===== src/rtl/div_pkg.sv =====
// Shared helpers and limits for the programmable clock divider.
package div_pkg;

    localparam int MAX_CH = 16;

    // Width of a channel index, never narrower than one bit.
    function automatic int ch_idx_w(input int num_ch);
        int w;
        w = $clog2(num_ch);
        return (w < 1) ? 1 : w;
    endfunction

    // Reset half-period for channel idx: clk_hz / (2 * 10^idx), at least 1.
    function automatic longint unsigned default_half(input longint unsigned clk_hz,
                                                     input int idx);
        longint unsigned div;
        longint unsigned q;
        div = 2;
        for (int k = 0; k < idx; k++) begin
            div = div * 10;
        end
        q = clk_hz / div;
        return (q == 0) ? 1 : q;
    endfunction

endpackage


===== src/rtl/div_channel.sv =====
// One divider channel: half-period counter, square wave, toggle tick, and a
// pending half-period that is only taken over at a phase boundary.
// Optional DIV_PENDING_STATUS_EN exposes the pending flag as pend_o.
module div_channel
    import div_pkg::*;
#(
    parameter int                CNT_W    = 30,
    parameter logic [CNT_W-1:0]  DEF_HALF = 1
) (
    input  logic             clk,
    input  logic             rst,
    input  logic             en,
    input  logic             sync_clr,
    input  logic             wr,
    input  logic [CNT_W-1:0] wdata,
`ifdef DIV_PENDING_STATUS_EN
    output logic             pend_o,
`endif
    output logic             tick_o,
    output logic             sq_o
);

    logic [CNT_W-1:0] cnt_q, cnt_d;
    logic [CNT_W-1:0] active_q, active_d;
    logic [CNT_W-1:0] pending_q, pending_d;
    logic             flag_q, flag_d;
    logic             sq_q, sq_d;
    logic             tick_q, tick_d;
    logic [CNT_W-1:0] eff_half;
    logic             tc;

    // Next-state: counting/toggling, then hand-over of a pending half-period.
    always_comb begin
        eff_half  = (active_q == '0) ? CNT_W'(1) : active_q;
        tc        = en && (cnt_q == eff_half - CNT_W'(1));
        cnt_d     = '0;
        sq_d      = 1'b0;
        tick_d    = 1'b0;
        active_d  = active_q;
        pending_d = pending_q;
        flag_d    = flag_q;

        if (!sync_clr && en) begin
            sq_d = sq_q;
            if (tc) begin
                sq_d   = ~sq_q;
                tick_d = 1'b1;
            end else begin
                cnt_d = cnt_q + CNT_W'(1);
            end
        end

        // Only a value that was already pending may apply; a write landing on
        // the boundary cycle waits for the following boundary.
        if (flag_q && (sync_clr || !en || tc)) begin
            active_d = pending_q;
            flag_d   = 1'b0;
        end

        if (wr) begin
            pending_d = wdata;
            flag_d    = 1'b1;
        end
    end

    // State registers; reset also discards any pending write.
    always_ff @(posedge clk or negedge rst) begin
        if (!rst) begin
            cnt_q     <= '0;
            active_q  <= DEF_HALF;
            pending_q <= DEF_HALF;
            flag_q    <= 1'b0;
            sq_q      <= 1'b0;
            tick_q    <= 1'b0;
        end else begin
            cnt_q     <= cnt_d;
            active_q  <= active_d;
            pending_q <= pending_d;
            flag_q    <= flag_d;
            sq_q      <= sq_d;
            tick_q    <= tick_d;
        end
    end

    assign tick_o = tick_q;
    assign sq_o   = sq_q;
`ifdef DIV_PENDING_STATUS_EN
    assign pend_o = flag_q;
`endif

endmodule


===== src/rtl/prog_clk_divider.sv =====
// Multi-channel programmable square-wave / tick generator.
// Optional DIV_PENDING_STATUS_EN adds pend_o, the per-channel pending flag.
module prog_clk_divider
    import div_pkg::*;
#(
    parameter int NUM_CH = 4,
    parameter int CNT_W  = 30,
    parameter int CLK_HZ = 50000000,
    localparam int CH_W  = ch_idx_w(NUM_CH)
) (
    input  logic              clk,
    input  logic              rst,
    input  logic [NUM_CH-1:0] en,
    input  logic              sync_clr,
    input  logic              cfg_we,
    input  logic [CH_W-1:0]   cfg_ch,
    input  logic [CNT_W-1:0]  cfg_half,
`ifdef DIV_PENDING_STATUS_EN
    output logic [NUM_CH-1:0] pend_o,
`endif
    output logic [NUM_CH-1:0] tick_o,
    output logic [NUM_CH-1:0] sq_o
);

    logic [NUM_CH-1:0] wr_vec;

    // Decode the config write into per-channel strobes; out-of-range indices hit nothing.
    always_comb begin
        wr_vec = '0;
        for (int i = 0; i < NUM_CH; i++) begin
            wr_vec[i] = cfg_we && (cfg_ch == CH_W'(i));
        end
    end

    for (genvar g = 0; g < NUM_CH; g++) begin : g_ch
        div_channel #(
            .CNT_W    (CNT_W),
            .DEF_HALF (CNT_W'(default_half(CLK_HZ, g)))
        ) u_ch (
            .clk      (clk),
            .rst      (rst),
            .en       (en[g]),
            .sync_clr (sync_clr),
            .wr       (wr_vec[g]),
            .wdata    (cfg_half),
`ifdef DIV_PENDING_STATUS_EN
            .pend_o   (pend_o[g]),
`endif
            .tick_o   (tick_o[g]),
            .sq_o     (sq_o[g])
        );
    end

endmodule


===== config.mk =====
export PLATFORM = sky130hd
export DESIGN_NAME = prog_clk_divider
export DESIGN_NICKNAME = d
export VERILOG_FILES = /design/src/rtl/div_pkg.sv /design/src/rtl/div_channel.sv /design/src/rtl/prog_clk_divider.sv
export SDC_FILE = /design/constraint.sdc
export NUM_CORES = 1
export LEC_CHECK = 0
export CAP_MARGIN = 5
export CORE_MARGIN = 3
export CORE_UTILIZATION = 30
export DETAILED_ROUTE_END_ITERATION = 8
export RECOVER_POWER = 50
export SLEW_MARGIN = 15
export SYNTH_ARGS = -nofsm -noshare
export SYNTH_HDL_FRONTEND = slang
export SYNTH_SLANG_ARGS = --single-unit
export TNS_END_PERCENT = 50

===== constraint.sdc =====
create_clock -name clk -period 7.12 [get_ports clk]
set_input_delay 0.712 -clock clk [delete_from_list [all_inputs] [get_ports clk]]
set_output_delay 0.712 -clock clk [all_outputs]
set_load 0.02 [all_outputs]

**Word level (Yosys, flattened, before mapping)**

Index checks and enable logic that the tools add are counted.

- Register bits: 372
- Output and inout bits: 8
- Word-level logic and storage cells: 121
- Input port bits: 40

- $add $sub $neg: 8
- Mux-type cells: 36
- Bitwise logic cells: 4
- Reduce and logical (&&, ||, !) cells: 38
- Equal/unequal tests: 11

Operators by type and width:

| operator | count |
|---|---|
| $mux W30 | 12 |
| $add A30 B1 Y30 const B | 4 |
| $eq A30 B30 Y1 | 4 |
| $logic_not A30 Y1 | 4 |
| $sub A30 B1 Y30 const B | 4 |
| $mux W1 | 24 |
| $logic_and A1 B1 Y1 | 16 |
| $logic_or A1 B1 Y1 | 8 |
| $ne A2 B1 Y1 const B | 4 |
| $reduce_bool A2 Y1 | 4 |
| $logic_not A1 Y1 | 5 |
| $eq A2 B2 Y1 const B | 2 |
| $not A1 Y1 | 4 |
| $eq A2 B1 Y1 const B | 1 |
| $logic_not A2 Y1 | 1 |

**Longest topological paths before layout**

- Depth in word-level cells: 9
- Depth in mapped cells: 20

**Cells and area by module**

A second synthesis with hierarchy kept.

- Cells, all modules: 2,687
- Area, all modules: 24,462.2 sq um

Modules (own cells, without submodules):

| module | seq. area each (sq um) | cells an instance | area an instance (sq um) | instances |
|---|---|---|---|---|
| div_channel (g_ch[0].u_ch) | 2,357.3 | 673 | 6,128.4 | 1 |
| div_channel (g_ch[1].u_ch) | 2,347.3 | 673 | 6,118.4 | 1 |
| div_channel (g_ch[2].u_ch) | 2,344.7 | 673 | 6,115.9 | 1 |
| div_channel (g_ch[3].u_ch) | 2,342.2 | 664 | 6,062.1 | 1 |
| prog_clk_divider | 0.0 | 4 | 37.5 | 1 |

**Least setup slack after synthesis**

No wires, ideal clock.

- Path kind: reg2reg
- Start: register g_ch[0].u_ch.active_q[17]
- End: register g_ch[0].u_ch.cnt_q[21]
- Setup time: 0.121 ns
- Period minus slack after synthesis: 5.019 ns
- Arrival: 4.898 ns
- Path slack: 2.101 ns
- Cell stages (with the launch flop): 20
- Path buffers: 4
- Cell sequence: dfrtp_1 -> or4_1 -> clkbuf_1 -> or2_1 -> clkbuf_1 -> or2_2 -> clkbuf_1 -> nor2_1 -> nor2_1 -> ha_1 -> nor3b_1 -> o21ba_2 -> or4_1 -> a2111o_1 -> a2111oi_0 -> nand4b_1 -> or4_1 -> o21bai_1 -> buf_2 -> nor2_1

- Longest elaborated chain between the ends: 7

RTL lines:

| element | RTL line | RTL |
|---|---|---|
| start: declaration | div_channel.sv:24 | `logic [CNT_W-1:0] active_q, active_d;` |
| start signal: assignment | div_channel.sv:77 | `active_q <= active_d;` |
| $logic_not A30 Y1 | div_channel.sv:34 | `eff_half = (active_q == '0) ? CNT_W'(1) : active_q;` |
| $mux W30 * | div_channel.sv:34 |  |
| $sub A30 B1 Y30 * | div_channel.sv:35 | `tc = en && (cnt_q == eff_half - CNT_W'(1));` |
| $eq A30 B30 Y1 * | div_channel.sv:35 |  |
| $logic_and A1 B1 Y1 * | div_channel.sv:35 |  |
| $mux W30 * | div_channel.sv:45 | `if (tc) begin` |
| $mux W30 * | div_channel.sv:43 | `if (!sync_clr && en) begin` |
| net g_ch[0].u_ch.cnt_d[21] | div_channel.sv:23 | `logic [CNT_W-1:0] cnt_q, cnt_d;` |
| end signal: assignment | div_channel.sv:76 | `cnt_q <= cnt_d;` |
| end: declaration | div_channel.sv:23 |  |

The timed path passes the listed nets; every way through them passes the cells marked *.
A chain may end at the register's enable or synchronous reset.

**Final worst setup path**

- Start: register g_ch[3].u_ch.active_q[14]
- End: register g_ch[3].u_ch.cnt_q[15]

- Longest elaborated chain between the ends: 7

RTL lines:

| element | RTL line |
|---|---|
| start: declaration | div_channel.sv:24 |
| start signal: assignment | div_channel.sv:77 |
| $logic_not A30 Y1 | div_channel.sv:34 |
| $mux W30 * | div_channel.sv:34 |
| $sub A30 B1 Y30 * | div_channel.sv:35 |
| $eq A30 B30 Y1 * | div_channel.sv:35 |
| $logic_and A1 B1 Y1 * | div_channel.sv:35 |
| $mux W30 * | div_channel.sv:45 |
| $mux W30 * | div_channel.sv:43 |
| net g_ch[3].u_ch.cnt_d[15] | div_channel.sv:23 |
| end signal: assignment | div_channel.sv:76 |
| end: declaration | div_channel.sv:23 |

Marks and branches as above.

==> summary.md <==
| Metric | Value |
|---|---|
| Status | `finished, violations left` |
| Violated checks | `max-capacitance violations, max-slew violations` |
| Die Span X | `263 um` |
| TritonCTS buffer count | `40` |
| Final ANT Viol Nets | `0` |
| Synth Area per Inst | `around 11 um^2` |
| Leak | `approximately 8.7 nW` |
| Fraction of final layout cells sized beyond drive strength 1 | `0.202` |
| First-pass GRT wire length | `78.7 mm` |
| Sink Count | `372` |
| CTS tree | `built` |
| Final hold violation count | `0` |
| Drt total wl | `49.2 mm` |
| Die height | `263 um` |
| Post-CTS resize count | `0` |
| WP data arrival | `roughly 6.2 ns` |
| Period utilization | `0.810` |
| Fmax achieved | `0.174 GHz` |
| DRT iter0 DRCs | `820` |
| Post-route cell area | `22,500 um^2` |
| Area growth syn-to-layout | `13.6%` |
| Synth Instances | `1,817` |
| Worst-path fanout max | `29` |
| CORE AREA | `64,900 um^2` |
| Worst clock skew | `0.0214 ns` |
| Ports | `48` |
| Count of input and output buffers | `47` |
| Post-synth cell types | `83` |
| Unrepaired setup endpoints after global routing | `no` |
| Nets | `1,889` |
| Number of global-route vias before repair | `13,800` |
| # diodes | `0` |
| Clock buffer depth | `3` |
| GRT overflow | `0` |
| Critical Path RT | `7.54 ns` |
| Max-slew violation count | `358` |
| Launching element type of the critical path | `register` |
| Post-synth EDFFs | `0` |
| Largest net degree at the start of global routing | `between 100 and 150` |
| Post-DR vias/cell | `between 5 and 6` |
| DP Worst Slack | `1.34 ns` |
| Asr flop ratio synth | `1.00` |
| Post-Syn Area | `19,800 um^2` |
| Syn_nets | `approximately 1,900` |
| Rel. slew slack | `-2.16` |
| Met2 routed WL | `23.4 mm` |
| Post-synth top flop | `dfrtp_1` |
| PnR worst setup slack | `~1.4 ns` |
| Max Cap Viol | `7` |
| Storage cell area | `9390 um^2` |
| DRT Pass-1 Iters | `5` |
| Antenna violations before repair | `0` |
| Root Buffer | `clkbuf_16` |
| TNS Setup | `0 ns` |
| Met3 WL | `1.80 mm` |
| Num rows | `93` |
| IR drop worst, VDD | `0.144 mV` |
| Area of the multi-input gates | `~10000 um^2` |
| Post-CTS Setup Bufs | `0` |
| Post-DP Area | `21,100 um^2` |
| Slew @ Worst Pin | `4.75 ns` |
| DP HPWL | `35.4 mm` |
| RePlAce Congestion | `0.911` |
| Clk slew on worst S/H paths | `0.06 ns` |
| Clock Latency Late Sink | `0.57 ns` |
| M1 WL | `22.5 mm` |
| Hold Path Class | `reg2reg` |
| Fillers | `6,524` |
| DR top layer | `met4` |
| Drt drc | `0` |
| Register bit count reported by yosys | `between 300 and 400` |
| Min cycle time layout | `5.76 ns` |
| CTS Hold Bufs | `0` |
| Warnings, synthesis | `0` |
| Register area share after synthesis | `0.474` |
| Initial core utilization | `0.305` |
| H-Tree Depth | `2` |
| Setup Viol. Count Final | `0` |
| CP Capture Type | `register` |
| Die area | `69,100 um^2` |
| Aggregate global-route resource usage | `0.141` |
| Pwr Density | `303 nW/um^2` |
| WL per Instance | `about 18 um` |
| Crit path kind | `reg2reg` |
| Via count | `13,800` |
## layout by cell type (no fill, tap or decap), drive strengths merged, types with 45 or more instances in the layout
cell and count:
clkbuf 73, nand2 79, nor3 51, nor2 210
xnor2 141, mux2 242, nand3 70, dfrtp 306
clkdlybuf4s50 45, xor2 109, dfstp 66
## kinds of logic (layout without fill, tap and decap cells)
kind of cell	after synthesis	after routing	share of synthesized area
mux	253	253	0.149
flops	372	372	0.474
compound gates	152	152	0.0555
simple gates	668	668	0.178
xor+xnor	250	250	0.111
fa+ha+maj	8	8	0.00506
buf+inv	114	170	0.0273
## final cells by class
cell class | instances | share of cell area
Clock inverter | 8 | 0.00590
Tap cell | 855 | 0.0476
Multi-Input combinational cell | 1331 | 0.440
Inverter | 33 | 0.00551
Timing Repair Buffer | 63 | 0.0257
Sequential cell | 372 | 0.418
Clock buffer | 66 | 0.0575
## state kept, by name, summed over array words and instances, names as in the netlist
register	flops
g_ch.u_ch.flag_q	4
g_ch.u_ch.sq_o	4
g_ch.u_ch.tick_o	4
g_ch.u_ch.cnt_q	120
g_ch.u_ch.active_q	120
g_ch.u_ch.pending_q	120
## synth_stat cells, types with 11 or more instances
| cell | number | area [um^2] |
|---|---|---|
| dfstp_2 | 66 | 1730 |
| dfrtp_1 | 306 | 7660 |
| or4_1 | 38 | 285 |
| xnor2_1 | 141 | 1230 |
| nor2_1 | 210 | 788 |
| nor4_1 | 38 | 238 |
| mux2_4 | 30 | 450 |
| and4_1 | 11 | 96.3 |
| nor3_1 | 51 | 255 |
| xor2_1 | 109 | 955 |
| mux2_1 | 42 | 473 |
| nand2_1 | 79 | 297 |
| nand3_1 | 70 | 350 |
| mux2_2 | 170 | 1910 |
| inv_1 | 33 | 124 |
| nand4_1 | 39 | 244 |
| nand2b_1 | 18 | 113 |
| clkbuf_1 | 43 | 161 |
| a31oi_1 | 13 | 81.3 |
| or3_1 | 17 | 106 |
| buf_2 | 12 | 60.1 |
| mux2i_1 | 11 | 110 |
| o21ai_0 | 22 | 110 |
| and3_1 | 25 | 156 |
| buf_4 | 13 | 97.6 |
| a21oi_1 | 24 | 120 |
## routing by layer
| layer | GRT usage | vias up |
|---|---|---|
| met5 | 0 | - |
| met4 | 0.0511 | 0 |
| met3 | 0.0189 | 85 |
| met2 | 0.234 | 279 |
| met1 | 0.190 | 6934 |
| li1 | - | 6522 |
## power breakdown
group / switching, mW / total [mW] / internal [mW]
logic: 0.730 / 1.53 / 0.795
registers: 0.501 / 3.08 / 2.58
clock network: 0.861 / 2.21 / 1.35
total: 2.09 / 6.82 / 4.73
## path summary, 6_finish.rpt
| kind | from | endpoint | slack (ns) | cells after the start |
|---|---|---|---|---|
| worst max-delay path | g_ch[3].u_ch.active_q[14]$_DFFE_PN1P_ | g_ch[3].u_ch.cnt_q[15]$_DFF_PN0_ | 1.36 | 14 |
| worst min-delay path | g_ch[0].u_ch.pending_q[29]$_DFFE_PN0P_ | g_ch[0].u_ch.active_q[29]$_DFFE_PN0P_ | 0.47 | 1 |
| worst max register to register | g_ch[3].u_ch.active_q[14]$_DFFE_PN1P_ | g_ch[3].u_ch.cnt_q[15]$_DFF_PN0_ | 1.36 | 14 |
| worst min register to register | g_ch[0].u_ch.pending_q[29]$_DFFE_PN0P_ | g_ch[0].u_ch.active_q[29]$_DFFE_PN0P_ | 0.47 | 1 |
| max in group asynchronous | rst | g_ch[2].u_ch.cnt_q[21]$_DFF_PN0_ | 1.67 | 2 |
| min in group asynchronous | rst | g_ch[1].u_ch.cnt_q[3]$_DFF_PN0_ | 1.85 | 1 |
## through the flow
| step | hold slack, ns | cells | utilization | power (mW) |
|---|---|---|---|---|
| 2_1_floorplan | 0.416 | 1817 | - | 4.15 |
| 3_3_place_gp | 0.459 | 2654 | 0.325 | 4.60 |
| 3_5_place_dp | 0.470 | 2654 | 0.325 | 4.64 |
| 4_1_cts | 0.153 | 2728 | 0.347 | 6.89 |
| 5_1_grt | 0.507 | 2728 | 0.346 | 7.20 |
| 6_report | 0.471 | 2728 | 0.346 | 6.82 |
## worst max-delay path: stages (launching register included)
cell and delay, ns:
dfstp_2 0.59, nor4_1 0.14, and4b_1 0.26, and3_1 0.21, a21oi_1 0.21, ha_1 0.20
nor3b_1 0.85, a21oi_1 0.17, or4b_2 0.65, or4_1 0.40, a2111oi_0 0.32, nand4_1 0.17
or4_1 0.57, nand2_1 0.73, nor2_1 0.14
Note: power is estimated with default switching activity, not from simulation.
